### src/rtl/dtc_vote_accum.sv
// Majority-vote accumulator for a decision-tree classifier stream: counts class
// votes over a window, scans for the winner one class per cycle, then holds the result.
module dtc_vote_accum #(
  parameter int unsigned WINDOW = 8
) (
  input  logic       clk,
  input  logic       rst_n,
  input  logic [2:0] inp,
  input  logic       in_valid,
  output logic       in_ready,
  input  logic       flush,
  output logic [2:0] outp,
  output logic [7:0] out_count,
  output logic       out_valid,
  input  logic       out_ready
);

  typedef enum logic [1:0] {ACCUM, SCAN, HOLD} state_t;

  localparam logic [7:0] WIN = 8'(WINDOW);

  state_t     state, state_nxt;
  logic [7:0] votes [8];
  logic [7:0] cnt;
  logic [7:0] cnt_inc;
  logic [2:0] idx;
  logic [2:0] best_cls;
  logic [7:0] best_cnt;
  logic       accept;
  logic       close;
  logic       release_res;
  logic       better;

  assign in_ready    = (state == ACCUM);
  assign out_valid   = (state == HOLD);
  assign cnt_inc     = cnt + 8'd1;
  assign accept      = in_ready && in_valid;
  // A sample accepted on the flush edge counts toward the non-empty test.
  assign close       = in_ready && ((accept && (cnt_inc == WIN)) ||
                                    (flush && (accept || (cnt != '0))));
  assign release_res = out_valid && out_ready;
  // Strict compare keeps the lowest class index on a tie.
  assign better      = (votes[idx] > best_cnt);

  always_ff @(posedge clk or negedge rst_n) begin
    if (!rst_n) state <= ACCUM;
    else        state <= state_nxt;
  end

  always_comb begin
    state_nxt = state;
    case (state)
      ACCUM:   if (close)        state_nxt = SCAN;
      SCAN:    if (idx == 3'd7)  state_nxt = HOLD;
      HOLD:    if (out_ready)    state_nxt = ACCUM;
      default:                   state_nxt = ACCUM;
    endcase
  end

  always_ff @(posedge clk or negedge rst_n) begin
    if (!rst_n) begin
      for (int unsigned i = 0; i < 8; i++) votes[i] <= '0;
      cnt       <= '0;
      idx       <= '0;
      best_cls  <= '0;
      best_cnt  <= '0;
      outp      <= '0;
      out_count <= '0;
    end else begin
      if (release_res) begin
        for (int unsigned i = 0; i < 8; i++) votes[i] <= '0;
        cnt <= '0;
      end else if (accept) begin
        votes[inp] <= votes[inp] + 8'd1;
        cnt        <= cnt_inc;
      end

      if (close) begin
        idx      <= '0;
        best_cls <= '0;
        best_cnt <= '0;
      end

      if (state == SCAN) begin
        idx <= idx + 3'd1;
        if (better) begin
          best_cls <= idx;
          best_cnt <= votes[idx];
        end
        // Last class: publish the final winner straight into the output registers.
        if (idx == 3'd7) begin
          outp      <= better ? idx : best_cls;
          out_count <= better ? votes[idx] : best_cnt;
        end
      end
    end
  end

endmodule

### config.mk
export PLATFORM = sky130hd
export DESIGN_NAME = dtc_vote_accum
export DESIGN_NICKNAME = d
export VERILOG_FILES = /design/src/rtl/dtc_vote_accum.sv
export SDC_FILE = /design/constraint.sdc
export NUM_CORES = 1
export LEC_CHECK = 0
export BUFFER_PORTS_ARGS = -buffer_cell sky130_fd_sc_hd__buf_2
export CAP_MARGIN = 0
export CORE_ASPECT_RATIO = 1.1
export CORE_MARGIN = 4
export CORE_UTILIZATION = 40
export DETAILED_ROUTE_END_ITERATION = 12
export GPL_TIMING_DRIVEN = 0
export PLACE_DENSITY = 0.62
export SYNTH_ARGS = -nofsm -noshare
export SYNTH_HDL_FRONTEND = slang
export SYNTH_SLANG_ARGS = --single-unit
### constraint.sdc
create_clock -name clk -period 6.5 [get_ports clk]
set_input_delay 0.975 -clock clk [delete_from_list [all_inputs] [get_ports clk]]
set_output_delay 0.975 -clock clk [all_outputs]
set_load 0.05 [all_outputs]
==> metrics.md <==
| Metric | Value |
|---|---|
| Status | `finished, final reports clean` |
| Setup Fix Bufs, Post-CTS | `0` |
| Final setup fails | `0` |
| Data arrival, critical path | `approximately 4.8 ns` |
| Clock power frac | `20.5%` |
| Layout area overhead | `11.6%` |
| Ys flop type | `dfrtp_1` |
| Largest net degree at the start of global routing | `52` |
| CTS tree | `built` |
| Setup TNS | `0 ns` |
| Hold Crit Class | `reg -> reg` |
| Met1 WL | `6600 microns` |
| WL final | `~15000 microns` |
| Pin slew with the least headroom to its limit | `between 0.7 and 0.8 ns` |
| Fin crit period | `~4.6 ns` |
| # hold bufs at CTS | `0` |
| Worst setup SP type | `flip-flop` |
| 1st-pass router iterations | `5` |
| Critical path's slowest cell | `clkbuf_1` |
| Via density | `slightly above 6` |
| CP top delay family | `buffers and inverters` |
| Die area | `between 0.015 and 0.02 sq mm` |
| Slew margin rel. | `about 48%` |
| Final worst setup slack | `~1.9 ns` |
| Post-synth EDFFs | `0` |
| DP Cell Count | `~740` |
| Critical path, cell by cell | `clkbuf_1 > clkbuf_1 > mux4_2 > mux2i_1 > inv_1 > ha_1 > a21o_1 > a221o_1 > a221oi_2 > or2_2 > clkbuf_1 > o311ai_0` |
| Critical path class | `reg -> reg` |
| Commonest cells after routing, fill and taps aside | `99 x dfrtp_1, 74 x nand3_1, 46 x o21ai_0` |
| Clock Path Buffers | `2` |
| I/O Buffers | `18` |
| Ant. Diodes | `0` |
| Share of layout cells above drive strength 1 | `between 10 and 15%` |
| Max-slew violations | `0` |
| Mapped Area | `around 0.0057 sq mm` |
| P per Cell Area | `around 430 mW/mm^2` |
| RSZ-0062 raised after global routing | `false` |
| Overflow after GRT | `0` |
| Leakage | `between 2 and 3 nW` |
| Gate Count Post-Synth | `536` |
| Sw Ratio | `43.6%` |
| Initial antenna violation count | `0` |
| Die W | `around 120 microns` |
| Distinct cells, synth | `between 50 and 60` |
| Wire length per cell | `20.2 microns` |
| CP Max Fanout | `10` |
| Pre-CTS setup slack | `slightly below 2 ns` |
| Starting Density | `41.1%` |
| Metal2 WL | `approximately 7500 microns` |
| Setup crit end kind | `flip-flop` |
| Vias after detailed routing | `~4600` |
| DRC | `0` |
| Power share of the sequential group | `32.2%` |
| Syn nets | `approximately 560` |
| Core area | `0.0139 sq mm` |
| Net Sw Power | `1.21 mW` |
| CTS Buf Count | `9` |
| Yosys warning count | `0` |
| Clock-pin slew on the worst setup and hold paths | `~0.07 ns` |
| Combinational share of power | `47.4%` |
| # clock sinks | `about 100` |
| Fillers | `around 1300` |
| Top Metal Used | `met4` |
| Max Clock Skew | `0.00898 ns` |
| Fmax | `~220 MHz` |
| Worst skew pair latency | `between 0.3 and 0.4 ns` |
| CP max stage delay | `about 0.64 ns` |
| I/O Pins | `21` |
| WP buf/inv | `4` |
| Fraction of registers with async set/reset | `100%` |
| Seq cells post-synth | `between 90 and 100` |
| Cell-internal power | `between 1.5 and 2 mW` |
| First-pass GRT wire length | `roughly 25000 microns` |
| Gr usage total | `20.0%` |
| VDD IR max | `slightly below 200 uV` |
| PostCTS Resize Cnt | `0` |
| Chip height | `133 microns` |
| Fin nets | `between 500 and 600` |
| Post-Layout Cell Count | `approximately 760` |
| Register area share after synthesis | `roughly 43%` |
| Final Wtd Congestion | `between 0.9 and 1` |
| Min Hold Slack | `0.490 ns` |
| Vias in the first global route | `around 4600` |
| Max cap viols | `0` |
| Fin. Hold Viols | `0` |
| Commonest non-fill, non-tap cell in the layout | `dfrtp_1` |
| Met3 wire len | `716 microns` |
| Post-route ant nets | `0` |
| Root Driver | `clkbuf_16` |
| Avg Inst Size Synth | `10.7 sq um` |
| CP most frequent cell | `clkbuf_1` |
| # rows | `45` |
| Data required time at the worst endpoint | `around 6.7 ns` |
| First DRT Iteration DRCs | `about 450` |
| Final cycle utilization of the critical path | `~70%` |
| Final HPWL DP | `around 11000 microns` |
| H-tree Lvls | `3` |
[kinds of logic (layout without fill, tap and decap cells)]
| family | count (synthesis) | in the layout | share of synthesized area (%) |
|---|---|---|---|
| AOI/OAI and AO/OA | 141 | 141 | 16.6 |
| xor gates and xnor gates | 5 | 5 | 0.766 |
| adders and majority gates | 14 | 14 | 3.07 |
| buffers and inverters | 66 | 101 | 5.23 |
| DFF | 99 | 99 | 43.4 |
| muxes | 55 | 55 | 16.4 |
| and+or+nand+nor | 156 | 156 | 14.6 |
[cells in the mapped netlist (all sizes together) (2+ instances only)]
cell type   n  share of area (%)
dfrtp      99                 43
nand3      77                7.0
o21ai      54                4.7
nand2      33                2.2
clkbuf     30                2.0
mux4       28                 12
o31ai      28                3.7
mux2i      26                4.6
inv        24                1.6
o211ai     22                2.9
ha         14                3.1
buf        12                1.7
nor2       10               0.66
o311ai      8                1.2
a31oi       5               0.55
xnor2       5               0.77
a21o        4               0.53
and3        4               0.44
nand2b      4               0.44
nand4       4               0.44
nor4        4                1.1
a21oi       3               0.26
nor2b       3               0.33
nor3        3               0.26
nor3b       3               0.39
or3         3               0.33
a22o        2               0.31
a31o        2               0.31
and4        2               0.31
o31a        2               0.31
or2         2               0.22
[worst register-to-register path, stage by stage, from the launching register on]
cell	delay [ns]
dfrtp_1	0.36
clkbuf_1	0.52
clkbuf_1	0.64
mux4_2	0.44
mux2i_1	0.33
inv_1	0.08
ha_1	0.30
a21o_1	0.16
a221o_1	0.36
a221oi_2	0.48
or2_2	0.19
clkbuf_1	0.33
o311ai_0	0.21
[path summary, 6_finish.rpt]
path                                startpoint                       end  slack, ns  cells past startpoint
max reg2reg                 idx[1]$_DFFE_PN0P_  out_count[5]$_DFFE_PN0P_       1.93                     12
min reg2reg                outp[1]$_DFFE_PN0P_       outp[1]$_DFFE_PN0P_       0.49                      2
min                        outp[1]$_DFFE_PN0P_       outp[1]$_DFFE_PN0P_       0.49                      2
min in group asynchronous                rst_n        cnt[5]$_DFFE_PN0P_       0.65                      1
max in group asynchronous                rst_n     votes[19]$_DFFE_PN0P_       5.16                      2
max                         idx[1]$_DFFE_PN0P_  out_count[5]$_DFFE_PN0P_       1.93                     12
[final cells by class]
type	count	area, sq um	share of cell area, %
inverters	24	90.1	1.41
multi-input cells	371	2940	46.0
flip-flops and latches	99	2480	38.8
repair buffers	19	120	1.88
clock inverters	6	71.3	1.12
plain buffers	42	209	3.28
clock buffers	10	239	3.75
well taps	188	235	3.69
[sequential cells by signal (all words and copies together) (netlist names)]
| signal | count |
|---|---|
| out_count | 8 |
| votes | 64 |
| best_cnt | 8 |
| best_cls | 3 |
| cnt | 8 |
| outp | 3 |
| state | 2 |
| idx | 3 |
[metrics by stage]
stage | instance area, sq um | utilization (%) | total power [mW]
2_1_floorplan | 5710 | - | 1.85
3_3_place_gp | 6040 | 43.4 | 2.17
3_5_place_dp | 6070 | 43.6 | 2.21
4_1_cts | 6380 | 45.9 | 2.78
5_1_grt | 6380 | 45.9 | 2.96
6_report | 6380 | 45.9 | 2.77
[power by group through the flow]
stage / logic (mW) / clock network, mW / registers [mW]
floorplan: 0.893 / 0 / 0.955
global placement: 1.28 / 0 / 0.890
detailed placement: 1.31 / 0 / 0.903
CTS: 1.31 / 0.578 / 0.890
global route: 1.45 / 0.601 / 0.913
finish: 1.31 / 0.567 / 0.892
[routing by layer]
metal | vias up | global-route usage [%]
met3 | 41 | 3.06
met2 | 152 | 32.3
met4 | 0 | 9.28
met5 | - | 0
li1 | 2106 | -
met1 | 2282 | 26.4
(Power assumes the default switching activity.)
